File: src/rtl/axi_llc_burst_splitter.sv
// Splits one AXI AR/AW burst into registered per-cache-line descriptors,
// one per cycle, including WRAP bursts whose container spans several lines.
module axi_llc_burst_splitter #(
    parameter int AddrWidth = 64,
    parameter int IdWidth   = 6,
    parameter int LineBytes = 64,
    parameter int MaxSize   = 3,
    parameter int Write     = 0
) (
    input  logic                 clk_i,
    input  logic                 rst_i,
    input  logic                 ax_valid_i,
    output logic                 ax_ready_o,
    input  logic [IdWidth-1:0]   ax_id_i,
    input  logic [AddrWidth-1:0] ax_addr_i,
    input  logic [7:0]           ax_len_i,
    input  logic [2:0]           ax_size_i,
    input  logic [1:0]           ax_burst_i,
    output logic                 desc_valid_o,
    input  logic                 desc_ready_i,
    output logic [IdWidth-1:0]   desc_id_o,
    output logic [AddrWidth-1:0] desc_addr_o,
    output logic [7:0]           desc_len_o,
    output logic [2:0]           desc_size_o,
    output logic [1:0]           desc_burst_o,
    output logic                 desc_first_o,
    output logic                 desc_last_o,
    output logic                 desc_rw_o
);

    localparam logic [AddrWidth-1:0] LineMask = AddrWidth'(LineBytes - 1);
    localparam logic [AddrWidth-1:0] LineSize = AddrWidth'(LineBytes);
    localparam logic [1:0] BurstFixed = 2'd0;
    localparam logic [1:0] BurstIncr  = 2'd1;
    localparam logic [1:0] BurstWrap  = 2'd2;

    typedef enum logic {Idle, Emit} state_e;
    state_e state;

    logic [AddrWidth-1:0] nxt_addr_p0, wrap_base_p0, wrap_top_p0;
    logic [8:0]           rem_p0;
    logic                 wrap_multi_p0;

    logic                 ax_wrap_len_ok, ax_illegal, ax_fixed, ax_wrap, ax_single, ax_wrap_multi;
    logic [8:0]           ax_total, ax_first_beats, nxt_beats;
    logic [AddrWidth-1:0] ax_cont, ax_base, ax_top;

    function automatic logic [8:0] line_beats(input logic [AddrWidth-1:0] addr,
                                              input logic [2:0] size,
                                              input logic [8:0] rem);
        logic [AddrWidth-1:0] bol, beats;
        bol   = LineSize - (addr & LineMask);
        beats = ((bol - AddrWidth'(1)) >> size) + AddrWidth'(1);
        if (beats < AddrWidth'(rem)) return beats[8:0];
        return rem;
    endfunction

    function automatic logic [AddrWidth-1:0] next_line(input logic [AddrWidth-1:0] addr,
                                                       input logic wrap_m,
                                                       input logic [AddrWidth-1:0] base,
                                                       input logic [AddrWidth-1:0] top);
        logic [AddrWidth-1:0] n;
        n = (addr & ~LineMask) + LineSize;
        if (wrap_m && n == top) n = base;
        return n;
    endfunction

    always_comb begin
        ax_wrap_len_ok = (ax_len_i == 8'd1) || (ax_len_i == 8'd3) ||
                         (ax_len_i == 8'd7) || (ax_len_i == 8'd15);
        ax_illegal     = (ax_size_i > 3'(MaxSize)) ||
                         (ax_burst_i == BurstWrap && !ax_wrap_len_ok);
        ax_fixed       = !ax_illegal && ax_burst_i == BurstFixed;
        ax_wrap        = !ax_illegal && ax_burst_i == BurstWrap;
        ax_total       = {1'b0, ax_len_i} + 9'd1;
        ax_cont        = AddrWidth'(ax_total) << ax_size_i;
        ax_base        = ax_addr_i & ~(ax_cont - AddrWidth'(1));
        ax_top         = ax_base + ax_cont;
        ax_single      = ax_fixed || (ax_wrap && ax_cont <= LineSize);
        ax_wrap_multi  = ax_wrap && !ax_single;
        ax_first_beats = line_beats(ax_addr_i, ax_size_i, ax_total);
        nxt_beats      = line_beats(nxt_addr_p0, desc_size_o, rem_p0);
    end

    // Control and registered descriptor outputs
    always_ff @(posedge clk_i) begin
        if (rst_i) begin
            state        <= Idle;
            ax_ready_o   <= 1'b1;
            desc_valid_o <= 1'b0;
            desc_id_o    <= '0;
            desc_addr_o  <= '0;
            desc_len_o   <= '0;
            desc_size_o  <= '0;
            desc_burst_o <= '0;
            desc_first_o <= 1'b0;
            desc_last_o  <= 1'b0;
            desc_rw_o    <= 1'b0;
        end else begin
            case (state)
                Idle: begin
                    if (ax_valid_i) begin
                        state        <= Emit;
                        ax_ready_o   <= 1'b0;
                        desc_valid_o <= 1'b1;
                        desc_id_o    <= ax_id_i;
                        desc_size_o  <= ax_size_i;
                        desc_rw_o    <= 1'(Write);
                        desc_first_o <= 1'b1;
                        desc_addr_o  <= ax_addr_i;
                        if (ax_single) begin
                            desc_len_o   <= ax_len_i;
                            desc_burst_o <= ax_burst_i;
                            desc_last_o  <= 1'b1;
                        end else begin
                            desc_len_o   <= ax_first_beats[7:0] - 8'd1;
                            desc_burst_o <= BurstIncr;
                            desc_last_o  <= (ax_first_beats == ax_total);
                        end
                    end
                end
                Emit: begin
                    if (desc_ready_i) begin
                        if (desc_last_o) begin
                            state        <= Idle;
                            ax_ready_o   <= 1'b1;
                            desc_valid_o <= 1'b0;
                        end else begin
                            desc_first_o <= 1'b0;
                            desc_addr_o  <= nxt_addr_p0;
                            desc_len_o   <= nxt_beats[7:0] - 8'd1;
                            desc_last_o  <= (nxt_beats == rem_p0);
                        end
                    end
                end
                default: state <= Idle;
            endcase
        end
    end

    // Walk state: address of the next line and beats still owed
    always_ff @(posedge clk_i) begin
        if (state == Idle && ax_valid_i) begin
            nxt_addr_p0   <= next_line(ax_addr_i, ax_wrap_multi, ax_base, ax_top);
            rem_p0        <= ax_total - ax_first_beats;
            wrap_multi_p0 <= ax_wrap_multi;
            wrap_base_p0  <= ax_base;
            wrap_top_p0   <= ax_top;
        end else if (state == Emit && desc_ready_i && !desc_last_o) begin
            nxt_addr_p0 <= next_line(nxt_addr_p0, wrap_multi_p0, wrap_base_p0, wrap_top_p0);
            rem_p0      <= rem_p0 - nxt_beats;
        end
    end

    ax_legal_a: assert property (@(posedge clk_i) disable iff (rst_i)
                                 (ax_valid_i && ax_ready_o) |-> !ax_illegal);

endmodule

File: config.mk
export PLATFORM = sky130hd
export DESIGN_NAME = axi_llc_burst_splitter
export DESIGN_NICKNAME = d
export VERILOG_FILES = /design/src/rtl/axi_llc_burst_splitter.sv
export SDC_FILE = /design/constraint.sdc
export NUM_CORES = 1
export LEC_CHECK = 0
export ABC_AREA = 1
export BUFFER_PORTS_ARGS = -buffer_cell sky130_fd_sc_hd__buf_2
export CAP_MARGIN = 20
export CORE_ASPECT_RATIO = 1.4
export CORE_MARGIN = 1
export CORE_UTILIZATION = 51
export CTS_CLUSTER_SIZE = 12
export DETAILED_ROUTE_END_ITERATION = 6
export PLACE_DENSITY = 0.69
export SLEW_MARGIN = 10
export SYNTH_ARGS = -nofsm -noshare
export SYNTH_HDL_FRONTEND = slang
export SYNTH_SLANG_ARGS = --single-unit
File: constraint.sdc
create_clock -name clk_i -period 7.4 [get_ports clk_i]
set_input_delay 1.11 -clock clk_i [delete_from_list [all_inputs] [get_ports clk_i]]
set_output_delay 1.11 -clock clk_i [all_outputs]
set_load 0.01 [all_outputs]
==> results of run 1 <==
==> kinds of logic (layout without fill, tap and decap cells) <==
family                     count (synthesis)  after routing  share of synthesized area [%]
muxes                                      2              2                         0.0750
DFF                                      290            290                           29.3
adders and majority gates                 88             88                           4.18
and+or+nand+nor                         2489           2489                           42.3
other                                      1              1                         0.0141
AOI/OAI and AO/OA                        329            329                           6.90
buffers and inverters                    719            907                           10.7
xor gates and xnor gates                 184            184                           6.52
==> flip-flops by register name, summed over array words and instances (netlist names) <==
| signal | count |
|---|---|
| desc_addr_o | 64 |
| nxt_addr_p0 | 64 |
| wrap_base_p0 | 64 |
| wrap_top_p0 | 64 |
| rem_p0 | 9 |
| desc_len_o | 8 |
| desc_id_o | 6 |
| desc_size_o | 3 |
| desc_burst_o | 2 |
| ax_ready_o | 1 |
| desc_first_o | 1 |
| desc_last_o | 1 |
| desc_valid_o | 1 |
| state | 1 |
| wrap_multi_p0 | 1 |
==> critical path: cells and delay by family <==
kind | cells | cell delay [ns]
buffers and inverters | 8 | 0.95
AOI/OAI and AO/OA | 6 | 1.31
and+or+nand+nor | 17 | 2.11
adders and majority gates | 5 | 1.31
xor gates and xnor gates | 1 | 0.22
==> path summary, 6_finish.rpt <==
| kind | end | slack, ns | depth (start not counted) |
|---|---|---|---|
| setup / recovery | rem_p0[8] | 0.69 | 37 |
| hold / removal | desc_burst_o[0] | 0.46 | 2 |
| setup reg to reg | rem_p0[7] | 0.88 | 41 |
| hold reg to reg | desc_burst_o[0] | 0.46 | 2 |
==> per-layer routing <==
layer  track usage, %  share of wire [%]
met5                0                  0
met4             30.5                8.7
met3             4.71                7.6
met2             66.8                 47
met1             44.3                 37
==> area by class of cell <==
cell class	instances	area (um^2)
clock buffers	45	945
clock inverters	19	208
flip-flops and latches	290	7830
inverters	581	2190
repair buffers	262	1670
fillers	5170	21700
multi-input cells	3093	16100
well taps	650	813
==> cell usage in the layout, fill, tap and decap left out, drive strengths merged, types with 6 or more instances in the layout <==
| master | instances |
|---|---|
| nand3 | 367 |
| nand2 | 1292 |
| xnor2 | 33 |
| nand4 | 214 |
| nor4 | 63 |
| ha | 86 |
| xor2 | 142 |
| xnor3 | 6 |
| edfxtp | 202 |
| clkinv | 19 |
| a21oi | 64 |
| nand3b | 19 |
| buf | 262 |
| o22ai | 6 |
| o211ai | 7 |
| clkbuf | 45 |
| a31oi | 70 |
| o21ai | 158 |
| nor3b | 7 |
| and3 | 6 |
| and2 | 8 |
| dfxtp | 88 |
| inv | 577 |
| nor3 | 113 |
| or2 | 23 |
| nor2 | 371 |
==> power groups by stage <==
stage	clock (mW)	combinational [mW]	sequential, mW
detailed placement	0	2.12	2.12
global route	1.87	2.43	2.10
floorplan	0	1.50	2.10
global placement	0	2.12	2.12
CTS	1.82	2.14	2.08
finish	1.81	2.17	2.09
==> flow_summary.ini, run 1 <==
[die]
initial_core_util_pct = 51.9
num_rows = 98
die_area_um2 = 53300
core_um2 = 51400
chipWidth_um = 195
io_pins = 175
fp.dieH_um = 273

[synthesis]
ys_seq_elements = 290
yosysMostFrequentCell = nand2_1
synth_area_leaders = edfxtp_1 23%, nand2_1 18%, inv_1 7.6%
seq_area_frac_synth_pct = 29.3
synth.net_count = 4277
synth_common_cells = 1253 x nand2_1, 543 x inv_1, 351 x nand3_1, 339 x nor2_1, 213 x nand4_1
synth.distinct_cells = 66
yosys_warnings = 0
yosys.area.top_type = edfxtp_1
postSynthCellCount = 4102
syn_area_um2 = 26700
synth_flop_cell = edfxtp_1
synth_async_sr_flop_share_pct = 0
yosys.area.top_type_share_pct = 22.7
syn_area_per_cell_um2 = 6.51
synth_edf_count = 202

[route]
num_vias = 28700
drt-total-wl_um = 106000
drt-vias-per-instance = 5.81
drc = 0
first_pass_iters = 6
antenna_left = 0
wl_per_cell_um = 21.4
drt_iter0_markers = 2709

[sta]
slew_headroom_pct = 17.0
fmax_mhz = 149
setup_ws_ns = 0.688
fin_setup_tns_ns = 0
period_minus_slack_ns = 6.71
setup_viol_count_final = 0
hold_violations = 0
rsz0062_at_grt = false
worst_slew_pin_slew_ns = 1.24
fin_skew_ns = 0.0387
fin_crit_sh_pct = 90.7
slew_violations = 0
hold_slack_ns = 0.460

[global_route]
grt_pass1_wl_um = 157000
antenna_found_initial = 0
overflow = 0
grtUsageTotal_pct = 39.1
grt_max_degree = 126
grt_pass1_vias = 27000

[finish]
post-route-util_pct = 57.8
finalInstanceArea_um2 = 29700
drive_above_1_share_pct = 11.1
nNetsFinal = 4438
area_growth_pct = 11.4
final_cells = 4940
diodes = 0

[cts]
cts_buffers = 35
ctsHoldBuffers = 0
clock_latency_ns = 0.57
cts_resized = 0
cts_setup_buffers = 0
clockBufferDepth = 3
cts.sinks = 290
clk_pin_slew_ns = 0.06
cts-root-buf = clkbuf_16
cts_tree = built
cts-htree-levels = 2

[placement]
placed_area_um2 = 28500
dpl.cell_count = 4876
pre_cts_ws_ns = 0.117
place_hpwl_um = 83500
place_congestion = 1.08
port_buffers = 173

[setup_path]
crit_start = ax_addr_i[1]
max_stage_delay_ns = 0.40
cp.arrival_ns = 7.01
crit_fanout = 13
endpoint_kind = flop
r2r-start = nxt_addr_p0[0]
crit_slowest_cell = a2111oi_4
cp.required_ns = 7.70
path_class = in2reg
path_common_cell = inv_1
cp-start-kind = primary input

[flow_run]
max_cap_violations = 0

[power_and_ir_drop]
irDropWorstVdd_v = 0.000157
p_clk_share_pct = 29.8
pwr-share-comb_pct = 35.7
swShare_pct = 38.8
p_leak_nw = 14.6
p_int_mw = 3.71
p_sw_mw = 2.35
p_per_area_nw_per_um2 = 204
power_mw = 6.06
pwr-share-seq_pct = 34.5

[hold_path]
worst_hold_startpoint = desc_burst_o[0]
hold_path.class = reg2reg

[outcome]
outcome = complete, no violations
No activity file was read; power rests on OpenSTA's default activity.
==> inputs of run 2 (changes only) <==
--- a/config.mk
+++ b/config.mk
@@ -6,7 +6,7 @@
 export NUM_CORES = 1
 export LEC_CHECK = 0
 export ABC_AREA = 1
-export BUFFER_PORTS_ARGS = -buffer_cell sky130_fd_sc_hd__buf_2
+export BUFFER_PORTS_ARGS = -buffer_cell sky130_fd_sc_hd__buf_4
 export CAP_MARGIN = 20
 export CORE_ASPECT_RATIO = 1.4
 export CORE_MARGIN = 1
==> flow_summary.ini, run 2 (synthesized netlist as in run 1, its figures left out) <==
[outcome]
outcome = complete, no violations

[placement]
place_hpwl_um = 86400
place_congestion = 1.05
port_buffers = 173

[die]
die_area_um2 = 53300
core_um2 = 51400
initial_core_util_pct = 51.9
chipWidth_um = 195
io_pins = 175
num_rows = 98
fp.dieH_um = 273

[cts]
cts-htree-levels = 2
cts_tree = built
cts_setup_buffers = 0
clk_pin_slew_ns = 0.06
cts-root-buf = clkbuf_16
cts.sinks = 290
clockBufferDepth = 3
clock_latency_ns = 0.57
cts_buffers = 35

[global_route]
overflow = 0
grt_pass1_wl_um = 162000
grt_pass1_vias = 27300
grt_max_degree = 94
grtUsageTotal_pct = 40.5
antenna_found_initial = 0

[route]
drt_iter0_markers = 2941
first_pass_iters = 6
num_vias = 28800
wl_per_cell_um = 22.1
drc = 0
antenna_left = 0
drt-vias-per-instance = 5.84
drt-total-wl_um = 109000

[sta]
setup_viol_count_final = 0
period_minus_slack_ns = 6.61
rsz0062_at_grt = false
fin_setup_tns_ns = 0
fin_skew_ns = 0.0381
hold_violations = 0
slew_violations = 0
fin_crit_sh_pct = 89.3
slew_headroom_pct = 16.4
fmax_mhz = 151
worst_slew_pin_slew_ns = 1.24

[setup_path]
cp.arrival_ns = 6.90
cp.required_ns = 7.69
r2r_cells = 41
max_stage_delay_ns = 0.43
crit_slowest_cell = edfxtp_1
cp-start-kind = flop
crit_fanout = 22
endpoint_kind = flop
path_class = reg2reg
path_common_cell = nand2_1

[power_and_ir_drop]
pwr-share-comb_pct = 36.8
p_leak_nw = 14.6
irDropWorstVdd_v = 0.000236
p_sw_mw = 2.36
swShare_pct = 39.3
p_per_area_nw_per_um2 = 200
p_clk_share_pct = 28.4
power_mw = 6.02
pwr-share-seq_pct = 34.8
p_int_mw = 3.65

[flow_run]
max_cap_violations = 0

[finish]
diodes = 0
drive_above_1_share_pct = 11.2
area_growth_pct = 12.9
final_cell_mix = 1251 x nand2_1, 541 x inv_1, 351 x nand3_1, 339 x nor2_1, 245 x buf_4
nNetsFinal = 4437
n_fill_cell = 5175
final_common_cell = nand2_1

[hold_path]
hold_depth = 2
hold_path.class = reg2reg
## run 2: changes by cell type in the layout (fill, tap and decap cells not counted), sizes merged
cell,delta
clkinv,-5
bufinv,-4
clkbuf,+4
inv,+2
buf,-1
clkinvlp,+1
## run 2: through the flow
step	instances	cell area, um^2	hold slack, ns	util [%]	worst slack [ns]
floorplan	4102	26700	0.483	-	0.663
global placement	4873	29000	0.451	56.4	0.357
detailed placement	4874	29000	0.459	56.4	0.206
CTS	4936	30100	0.469	58.6	0.711
global route	4937	30100	0.486	58.6	0.0177
finish	4937	30100	0.468	58.6	0.794
## run 2: cell type report
| cell class | count | area [um^2] | area share [%] |
|---|---|---|---|
| multi-input cells | 3093 | 16100 | 53.3 |
| flip-flops and latches | 290 | 7830 | 26.0 |
| inverters | 581 | 2190 | 7.26 |
| repair buffers | 261 | 2140 | 7.12 |
| clock buffers | 49 | 998 | 3.31 |
| well taps | 650 | 813 | 2.70 |
| clock inverters | 13 | 83.8 | 0.278 |
## run 2: power by group through the flow
stage                     Combinational [mW]  Clock (mW)  Sequential, mW
after global placement                  2.16           0            2.12
after global routing                    2.48        1.77            2.11
after floorplan                         1.50           0            2.10
final                                   2.22        1.71            2.09
after CTS                               2.18        1.71            2.09
after detailed placement                2.17           0            2.12
## run 2: per-layer routing
layer  GRT usage, %  wire length, um  up-vias
li1               -                -    13800
met1           45.8            39600    13200
met2           68.9            51500     1393
met3           5.80             8190      384
met4           31.7             9950        0
met5              0                0        -
## run 2: worst paths after layout
kind / endpoint / slack [ns] / start
max: rem_p0[7] / 0.79 / nxt_addr_p0[0]
max reg2reg: rem_p0[7] / 0.79 / nxt_addr_p0[0]
min reg2reg: desc_len_o[4] / 0.47 / desc_len_o[4]
min: desc_len_o[4] / 0.47 / desc_len_o[4]
## run 2: worst max-delay path: cells and delay by family, from the launching register on
family                   cells  cell delay (ns)
AND/OR/NAND/NOR             22             2.40
AO/OA/AOI/OAI                6             1.30
buffers and inverters        7             1.07
adder cells (fa/ha/maj)      4             0.82
flip-flops                   1             0.43
XOR/XNOR                     1             0.19
multiplexers                 1             0.14
## run 2: repair_timing
| item | in CTS | in global routing |
|---|---|---|
| hold buffers | 0 | 0 |
| resized for setup | 0 | 5 |
| setup endpoints to repair | 0 | 6 |
